===== config.mk =====
export PLATFORM = sky130hd
export DESIGN_NAME = muldiv_unit_flat
export DESIGN_NICKNAME = d
export VERILOG_FILES = /design/src/rtl/muldiv_pkg.sv /design/src/rtl/muldiv_if.sv /design/src/rtl/muldiv_unit.sv /design/src/flat_wrapper.sv
export SDC_FILE = /design/constraint.sdc
export NUM_CORES = 1
export LEC_CHECK = 0
export BUFFER_PORTS_ARGS = -buffer_cell sky130_fd_sc_hd__buf_2
export CORE_MARGIN = 2
export CORE_UTILIZATION = 30
export DETAILED_ROUTE_END_ITERATION = 16
export PLACE_DENSITY = 0.56
export SETUP_SLACK_MARGIN = 0.5
export SYNTH_ARGS = -nofsm -noshare
export SYNTH_HDL_FRONTEND = slang
export SYNTH_SLANG_ARGS = --single-unit

===== constraint.sdc =====
create_clock -name clk -period 3.23 [get_ports clk]
set_clock_uncertainty 0.15 [all_clocks]
set_input_delay 0.323 -clock clk [delete_from_list [all_inputs] [get_ports clk]]
set_output_delay 0.323 -clock clk [all_outputs]
set_load 0.005 [all_outputs]

===== src/rtl/muldiv_pkg.sv =====
// Shared definitions for the iterative multiply/divide unit.
// The op constants are also imported by the controller decoder.
package muldiv_pkg;

  localparam logic [1:0] OP_MULTU = 2'b00;
  localparam logic [1:0] OP_MULT  = 2'b01;
  localparam logic [1:0] OP_DIVU  = 2'b10;
  localparam logic [1:0] OP_DIV   = 2'b11;

  typedef enum logic [1:0] {
    ST_IDLE,
    ST_RUN,
    ST_FIX,
    ST_DONE
  } muldiv_state_t;

  function automatic logic opIsDiv(input logic [1:0] op);
    return op[1];
  endfunction

  function automatic logic opIsSigned(input logic [1:0] op);
    return op[0];
  endfunction

endpackage


===== src/rtl/muldiv_if.sv =====
// Operand/result bundle between the execute-stage controller and the
// multiply/divide unit.
interface muldiv_if #(
  parameter int N = 32
);
  logic         start;
  logic [1:0]   op;
  logic [N-1:0] A;
  logic [N-1:0] B;
  logic         wr_hi;
  logic         wr_lo;
  logic [N-1:0] wdata;
  logic         busy;
  logic         done;
  logic         div_by_zero;
  logic [N-1:0] hi;
  logic [N-1:0] lo;

  modport master (
    output start, op, A, B, wr_hi, wr_lo, wdata,
    input  busy, done, div_by_zero, hi, lo
  );

  modport slave (
    input  start, op, A, B, wr_hi, wr_lo, wdata,
    output busy, done, div_by_zero, hi, lo
  );
endinterface


===== src/rtl/muldiv_unit.sv =====
// Iterative MULT/MULTU/DIV/DIVU unit: one shift-add or restoring-subtract
// step per cycle on operand magnitudes, signs applied in a final FIX cycle.
module muldiv_unit
  import muldiv_pkg::*;
#(
  parameter int N = 32
) (
  input logic     clk,
  input logic     resetn,
  muldiv_if.slave bus
);

  localparam int CW = $clog2(N);

  muldiv_state_t  state_q, state_d;
  logic [2*N-1:0] acc_q, acc_d;
  logic [N-1:0]   opnd_q, opnd_d;
  logic [N-1:0]   hi_q, hi_d;
  logic [N-1:0]   lo_q, lo_d;
  logic [1:0]     op_q, op_d;
  logic           signA_q, signA_d;
  logic           signB_q, signB_d;
  logic           divZero_q, divZero_d;
  logic           dbz_q, dbz_d;
  logic [CW-1:0]  count_q, count_d;

  logic           startSigned, startNegA, startNegB, negResult;
  logic [N-1:0]   absA, absB, quot, rem;
  logic [N:0]     addSum, partial, diff;
  logic [2*N-1:0] product;

  // Multiply keeps {partial product, multiplier} in acc with the multiplicand
  // in opnd; divide keeps {remainder, dividend/quotient} with the divisor in opnd.
  always_comb begin
    state_d     = state_q;
    acc_d       = acc_q;
    opnd_d      = opnd_q;
    hi_d        = hi_q;
    lo_d        = lo_q;
    op_d        = op_q;
    signA_d     = signA_q;
    signB_d     = signB_q;
    divZero_d   = divZero_q;
    count_d     = count_q;
    dbz_d       = 1'b0;

    startSigned = opIsSigned(bus.op);
    startNegA   = startSigned & bus.A[N-1];
    startNegB   = startSigned & bus.B[N-1];
    absA        = startNegA ? -bus.A : bus.A;
    absB        = startNegB ? -bus.B : bus.B;
    negResult   = opIsSigned(op_q) & (signA_q ^ signB_q);

    addSum      = {1'b0, acc_q[2*N-1:N]} + (acc_q[0] ? {1'b0, opnd_q} : '0);
    partial     = acc_q[2*N-1:N-1];
    diff        = partial - {1'b0, opnd_q};
    product     = negResult ? -acc_q : acc_q;
    quot        = negResult ? -acc_q[N-1:0] : acc_q[N-1:0];
    rem         = signA_q ? -acc_q[2*N-1:N] : acc_q[2*N-1:N];

    case (state_q)
      ST_IDLE, ST_DONE: begin
        if (bus.start) begin
          op_d      = bus.op;
          signA_d   = startNegA;
          signB_d   = startNegB;
          divZero_d = (bus.B == '0);
          count_d   = '0;
          if (opIsDiv(bus.op)) begin
            opnd_d = absB;
            acc_d  = {{N{1'b0}}, absA};
          end else begin
            opnd_d = absA;
            acc_d  = {{N{1'b0}}, absB};
          end
          state_d = ST_RUN;
        end else begin
          if (bus.wr_hi) hi_d = bus.wdata;
          if (bus.wr_lo) lo_d = bus.wdata;
          state_d = ST_IDLE;
        end
      end

      ST_RUN: begin
        if (opIsDiv(op_q)) begin
          if (!diff[N]) acc_d = {diff[N-1:0], acc_q[N-2:0], 1'b1};
          else          acc_d = {partial[N-1:0], acc_q[N-2:0], 1'b0};
        end else begin
          acc_d = {addSum, acc_q[N-1:1]};
        end
        if (count_q == CW'(N-1)) state_d = ST_FIX;
        else                     count_d = count_q + 1'b1;
      end

      // A zero divisor leaves the dividend magnitude as the remainder, so
      // re-signing it reproduces A exactly; only the quotient is forced.
      ST_FIX: begin
        if (opIsDiv(op_q)) begin
          hi_d  = rem;
          lo_d  = divZero_q ? '1 : quot;
          dbz_d = divZero_q;
        end else begin
          hi_d = product[2*N-1:N];
          lo_d = product[N-1:0];
        end
        state_d = ST_DONE;
      end

      default: state_d = ST_IDLE;
    endcase
  end

  always_ff @(posedge clk) begin
    if (!resetn) begin
      state_q   <= ST_IDLE;
      acc_q     <= '0;
      opnd_q    <= '0;
      hi_q      <= '0;
      lo_q      <= '0;
      op_q      <= OP_MULTU;
      signA_q   <= 1'b0;
      signB_q   <= 1'b0;
      divZero_q <= 1'b0;
      dbz_q     <= 1'b0;
      count_q   <= '0;
    end else begin
      state_q   <= state_d;
      acc_q     <= acc_d;
      opnd_q    <= opnd_d;
      hi_q      <= hi_d;
      lo_q      <= lo_d;
      op_q      <= op_d;
      signA_q   <= signA_d;
      signB_q   <= signB_d;
      divZero_q <= divZero_d;
      dbz_q     <= dbz_d;
      count_q   <= count_d;
    end
  end

  assign bus.busy        = (state_q == ST_RUN) || (state_q == ST_FIX);
  assign bus.done        = (state_q == ST_DONE);
  assign bus.div_by_zero = dbz_q;
  assign bus.hi          = hi_q;
  assign bus.lo          = lo_q;

endmodule


===== src/flat_wrapper.sv =====
// flat-port wrapper written by rule: the top's interface ports become plain ports
module muldiv_unit_flat import muldiv_pkg::*;
#(
  parameter int N = 32
)
  (clk, resetn, bus_start, bus_op, bus_A, bus_B, bus_wr_hi, bus_wr_lo, bus_wdata, bus_busy, bus_done, bus_div_by_zero, bus_hi, bus_lo);
  muldiv_if #(.N(N)) bus_i ();
  input logic clk;
  input logic resetn;
  input wire logic [$bits(bus_i.start)-1:0] bus_start;
  input wire logic [$bits(bus_i.op)-1:0] bus_op;
  input wire logic [$bits(bus_i.A)-1:0] bus_A;
  input wire logic [$bits(bus_i.B)-1:0] bus_B;
  input wire logic [$bits(bus_i.wr_hi)-1:0] bus_wr_hi;
  input wire logic [$bits(bus_i.wr_lo)-1:0] bus_wr_lo;
  input wire logic [$bits(bus_i.wdata)-1:0] bus_wdata;
  output wire logic [$bits(bus_i.busy)-1:0] bus_busy;
  output wire logic [$bits(bus_i.done)-1:0] bus_done;
  output wire logic [$bits(bus_i.div_by_zero)-1:0] bus_div_by_zero;
  output wire logic [$bits(bus_i.hi)-1:0] bus_hi;
  output wire logic [$bits(bus_i.lo)-1:0] bus_lo;
  assign bus_i.start = bus_start;
  assign bus_i.op = bus_op;
  assign bus_i.A = bus_A;
  assign bus_i.B = bus_B;
  assign bus_i.wr_hi = bus_wr_hi;
  assign bus_i.wr_lo = bus_wr_lo;
  assign bus_i.wdata = bus_wdata;
  assign bus_busy = bus_i.busy;
  assign bus_done = bus_i.done;
  assign bus_div_by_zero = bus_i.div_by_zero;
  assign bus_hi = bus_i.hi;
  assign bus_lo = bus_i.lo;
  muldiv_unit #(.N(N)) u_core (.clk(clk), .resetn(resetn), .bus(bus_i));
endmodule

## Word-level counts from Yosys, hierarchy flattened

Index checks and enable logic that the tools add are counted.

| storage, ports and cells | value |
|---|---|
| memories | 0 |
| output and inout bits | 67 |
| word-level logic and storage cells | 72 |
| input port bits | 103 |
| latch bits | 0 |
| register bits | 173 |
| bits in writable memories | 0 |
| ROM bits | 0 |

| operators by class | value |
|---|---|
| $mul | 0 |
| add/subtract/negate cells | 8 |
| shifts and indexed selects | 0 |
| equal/unequal tests | 10 |
| mux-type cells | 27 |
| reductions and logical operators | 12 |
| bitwise logic cells | 4 |
| divide/modulo/power cells | 0 |
| magnitude comparators | 0 |

Operator list:

| kind | count |
|---|---|
| 32-bit 2-to-1 mux | 14 |
| 64-bit 2-to-1 mux | 4 |
| 32-bit negation | 4 |
| 32-bit one-hot mux with 2 select lines | 2 |
| 64-bit one-hot mux with 2 select lines | 1 |
| 64-bit negation | 1 |
| 32-bit by 33-bit adder with 33-bit output | 1 |
| 33-bit by 32-bit subtractor with 33-bit output | 1 |
| 32-bit zero test | 1 |
| 3-bit AND reduction | 4 |
| 5-bit 2-to-1 mux | 2 |
| 2-bit != test (second input constant) | 5 |
| 5-bit one-hot mux with 2 select lines | 1 |
| 2-bit one-hot mux with 3 select lines | 1 |
| 5-bit by 1-bit adder with 5-bit output (second input constant) | 1 |
| 5-bit equality test (second input constant) | 1 |
| 2-bit equality test (second input constant) | 2 |
| 2-bit AND reduction | 2 |
| 2-bit nonzero test | 2 |
| 1-bit AND | 3 |
| 2-bit by 1-bit equality test with 1-bit output (second input constant) | 1 |
| 2-bit zero test | 1 |
| 2-bit 2-to-1 mux | 1 |
| 2-bit by 1-bit != test with 1-bit output (second input constant) | 1 |
| other kinds (4) | 4 |

## Longest topological paths before layout

| depth | value |
|---|---|
| depth in word-level cells | 6 |
| gate-level depth with buffers | 15 |
| mapped depth without buffers | 14 |

## Worst setup path before layout

OpenSTA, ideal clock, no wires.

| path | value |
|---|---|
| kind | reg2reg |
| start | reg u_core.acc_q[0] |
| end | reg u_core.acc_q[61] |
| setup time | 117 ps |
| data arrival time | 3111 ps |
| slack | -148 ps |
| clock period less this slack | 3378 ps |
| path buffers | 0 |
| cell stages (with the launch flop) | 15 |
| required time | 2963 ps |
| cells stage by stage | dfxtp_1 and2_1 ha_1 inv_1 fa_1 nand2b_1 a21oi_1 a2111oi_0 o31ai_1 a311oi_1 o31ai_1 o21ai_0 xor2_1 nand2b_1 a32o_1 |

| between the ends | value |
|---|---|
| word-level cells in the longest chain between the ends | 4 |

Ends and longest elaborated chain:

| item | line | RTL |
|---|---|---|
| from (decl) | muldiv_unit.sv:16 | `logic [2*N-1:0] acc_q, acc_d;` |
| from (signal assigned) | muldiv_unit.sv:116 | `acc_q <= '0;` |
| from (signal assigned) | muldiv_unit.sv:128 | `acc_q <= acc_d;` |
| 32-bit 2-to-1 mux | muldiv_unit.sv:54 | `addSum = {1'b0, acc_q[2*N-1:N]} + (acc_q[0] ? {1'b0, opnd_q} : '0);` |
| 32-bit by 33-bit adder with 33-bit output | muldiv_unit.sv:54 |  |
| 64-bit 2-to-1 mux | muldiv_unit.sv:85 | `if (opIsDiv(op_q)) begin` |
| 64-bit one-hot mux with 2 select lines | muldiv_unit.sv:61 | `case (state_q)` |

Every way passes these cells.
A chain may end at the register's enable or synchronous reset.

## Final worst setup path

| path | value |
|---|---|
| start | reg u_core.acc_q[0] |
| end | reg u_core.acc_q[59] |

The elaborated chain is that of the path after synthesis.

==> run_results.csv <==
group,metric,value,unit
place,detailed_placement_wirelength_estimate,48.47,mm
synth,synth.net_count,2193,
floorplanning,die_h,225.3,um
clock_tree,cts_made_buffers,17,
clock_tree,clock_tree.root_cell,"clkbuf_16",
outcome,violated_checks,"negative setup slack",
floorplanning,fp-row-count,81,
cells_and_area,most-common-layout-cells,"buf_4 (228), nor2_1 (193), a21oi_1 (189), nand2_1 (168), buf_2 (166)",
synth,cell_area_after_technology_mapping,0.01470,mm2
synth,asyncSetResetFlopFracSynth,0,%
drt,viasPerCell,5.666,
sta,timing.final.hold_violations,0,
sta,fmax,0.2976,GHz
power,vdd_ir_drop_max,0.7812,mV
global_routing,grt_pass1_wl,94.71,mm
clock_tree,clock_latency_late_sink,470,ps
drt,length_of_the_first_detailed_routing_pass_in_iterations,5,
synth,yosys.area.top_type,"dfxtp_1",
floorplanning,die_area,0.05078,mm2
power,internal_power,0.007334,W
sta,rsz0062_at_grt,"yes",
drt,totalWireLength,63.19,mm
drt,drtAntennaViolNets,0,
synth,synthDistinctLibCells,73,
place,portBuffers,169,
place,placed_cells,2914,
cells_and_area,postLayoutCoreUtil,42.93,%
sta,worst_slew_pin_tran,972.6,ps
synth,synth_edf_count,0,
critical_path,arrival_time_of_the_worst_setup_path,3550,ps
critical_path,critPathRequiredTime,3420,ps
clock_tree,ctsHoldBuffers,0,
clock_tree,clock_tree_from_tritoncts,"done",
clock_tree,cts_buffer_depth,2,
global_routing,grt_max_degree,101,
sta,final_max_slew_viol_count,0,
global_routing,vias_in_the_first_global_route,16196,
global_routing,met3_usage,3.794,%
global_routing,grt_busiest_layer,"met2",
critical_path,cp.buffers_inverters,6,
floorplanning,initial_core_utilization,30.21,%
synth,synth_cells,2015,
drt,detail_route.iter0.violations,1347,
place,detailed_place.area,0.01808,mm2
global_routing,grtUsageMet2,39.83,%
outcome,status,"complete, but fails checks",
clock_tree,clk_transition_reported_paths,80,ps
power,static_leakage,8.702,nW
power,combPwrFrac,62.3,%
cells_and_area,layout_cells_sized_above_1,35.08,%
clock_tree,clock-sinks,173,
cells_and_area,synthToLayoutAreaGrowth,42.10,%
critical_path,cpMostUsedCell,"buf_4",
drt,num_vias,16953,
cells_and_area,most_common_cell_after_layout_fill_and_taps_aside,"buf_4",
global_routing,overflow,0,
critical_path,cell_at_the_slowest_stage_of_the_critical_path,"dfxtp_2",
cells_and_area,design_area,0.02088,mm2
floorplanning,die_w,225.3,um
critical_path,worstPathMaxFanout,8,
power,p_switching,0.006568,W
cells_and_area,final.fill_count,4901,
sta,timing.final.crit_share,104.0,%
power,sequential_share_of_power,22.3,%
power,power.density,665.7,mW/mm2
critical_path,critPathTopFamily,"compound AO/OA/AOI/OAI gates",
sta,timing.setup.tns,-731.3,ps
synth,synth.top_cells.by_area,"dfxtp_1 (24%), a21oi_1 (7.7%), ha_1 (6.2%)",
drt,route.detailed.wl_per_inst,21.12,um
sta,final_critical_path_setup_slack,-130.2,ps
floorplanning,placeableCoreArea,0.04865,mm2
global_routing,grt_antenna_before_repair,0,
synth,ys.warnings.count,0,
critical_path,worstSetupPathType,"reg -> reg",
clock_tree,cts_max_level,4,
power,p_sw_share,47.25,%
synth,synth_flop_cell,"dfxtp_1",
critical_path,element_type_at_the_critical_path_end,"flip-flop",
synth,synth-seq-area-share,23.57,%
flow_run,timing.max_cap.violations,0,
critical_path,timing.critical_path.cells,"inv_2 -> buf_12 -> buf_4 -> nor2_1 -> ha_1 -> a21o_1 -> a21oi_2 -> nand3b_1 -> a311oi_2 -> buf_4 -> o31ai_4 -> buf_6 -> buf_4 -> xor2_2 -> a221oi_2 -> o31ai_1",
cells_and_area,nets,2534,
critical_path,worstSetupStartpointType,"flip-flop",
hold_path,hold_path.class,"in -> reg",
place,final_gp_congestion,0.9347,
drt,drc,0,
sta,max_slew_margin,35.16,%
synth,synth-seq-cells,173,
sta,final.min_clock_period,3360,ps
place,place_worst_setup_slack,-262.9,ps
cells_and_area,stdcell_count,2992,
power,pwr-share-clk,15.4,%
global_routing,gr-usage-met1,31.72,%
floorplanning,ioPinCount,170,
global_routing,track_usage,24.25,%
synth,yosys.area.top_type_share,23.57,%
critical_path,critical_path.max_stage_delay,370,ps
sta,setup_violations,10,
synth,syn-mean-instance-area,7.294,um2
-- through the flow --
stage | total power, W | hold slack [ps]
after floorplan | 0.007618 | 281.9
after global placement | 0.01060 | 285.9
after detailed placement | 0.01067 | 288.8
after CTS | 0.01340 | 19.14
after global routing | 0.01468 | 36.71
final | 0.01390 | 48.35
-- Yosys cell counts, types with 57 or more instances --
| library cell | number |
|---|---|
| a21oi_1 | 227 |
| nor2_1 | 206 |
| nand2_1 | 178 |
| o21ai_0 | 177 |
| dfxtp_1 | 173 |
| clkbuf_1 | 107 |
| xnor2_1 | 84 |
| xor2_1 | 79 |
| ha_1 | 73 |
| inv_1 | 62 |
| a211oi_1 | 61 |
| nor3_1 | 57 |
-- power by group through the flow --
stage / Sequential [W] / Combinational (W) / Clock, W
finish: 0.00309 / 0.00867 / 0.00214
global route: 0.00314 / 0.00929 / 0.00225
CTS: 0.00308 / 0.00814 / 0.00218
detailed placement: 0.00312 / 0.00754 / 0
global placement: 0.00311 / 0.00750 / 0
floorplan: 0.00310 / 0.00451 / 0
-- flip-flops by register name, indices dropped and copies added, names as in the netlist --
signal / cells
u_core.count_q: 5
u_core.state_q: 2
u_core.signB_q: 1
u_core.divZero_q: 1
u_core.bus.lo: 32
u_core.op_q: 2
u_core.bus.hi: 32
u_core.opnd_q: 32
u_core.bus.div_by_zero: 1
u_core.acc_q: 64
u_core.signA_q: 1
-- metal layers --
layer | wire length [um] | up-vias | share of wire, %
met4 | 2346 | 0 | 3.7
met2 | 29370 | 563 | 46
li1 | - | 8070 | -
met1 | 27740 | 8211 | 44
met3 | 3728 | 109 | 5.9
met5 | 0 | - | 0
-- cell type report --
type                            count  area [um2]  area share (%)
Sequential cell                   173        3495           16.73
Clock inverter                     11       122.6          0.5871
Timing Repair Buffer              446        3236           15.49
Inverter                           64       245.2           1.174
Tap cell                          622       778.2           3.727
Clock buffer                       21       460.4           2.205
Multi-Input combinational cell   1654       12540           60.07
Antenna cell                        1       2.502         0.01198
-- kinds of logic after synthesis --
| kind of cell | count (synthesis) | synth area share [%] |
|---|---|---|
| AOI/OAI and AO/OA | 732 | 31.47 |
| muxes | 52 | 3.780 |
| and+or+nand+nor | 632 | 20.16 |
| DFF | 173 | 23.57 |
| xor gates and xnor gates | 163 | 9.714 |
| buffers and inverters | 188 | 4.827 |
| adders and majority gates | 75 | 6.487 |
-- tightest hold or removal path, stage by stage --
cell     delay (ps)
buf_2           100
o21ai_0          70
a21oi_1         130
-- path summary, 6_finish.rpt --
kind	startpoint	endpoint	slack (ps)	cells after the start
worst max-delay path	u_core.acc_q[0]	u_core.acc_q[59]	-130	16
worst min-delay path	bus_wdata[4]	u_core.bus.lo[4]	50	3
worst max register to register	u_core.acc_q[0]	u_core.acc_q[59]	-130	16
worst min register to register	u_core.bus.hi[6]	u_core.bus.hi[6]	300	2
-- what timing repair did --
action / CTS / global route
resized for setup: 231 / 155
setup buffers: 29 / 14
setup endpoints to repair: 101 / 117
pin swaps: 121 / 119
gates cloned: 2 / 0
Power figures use the tool's default switching activity.
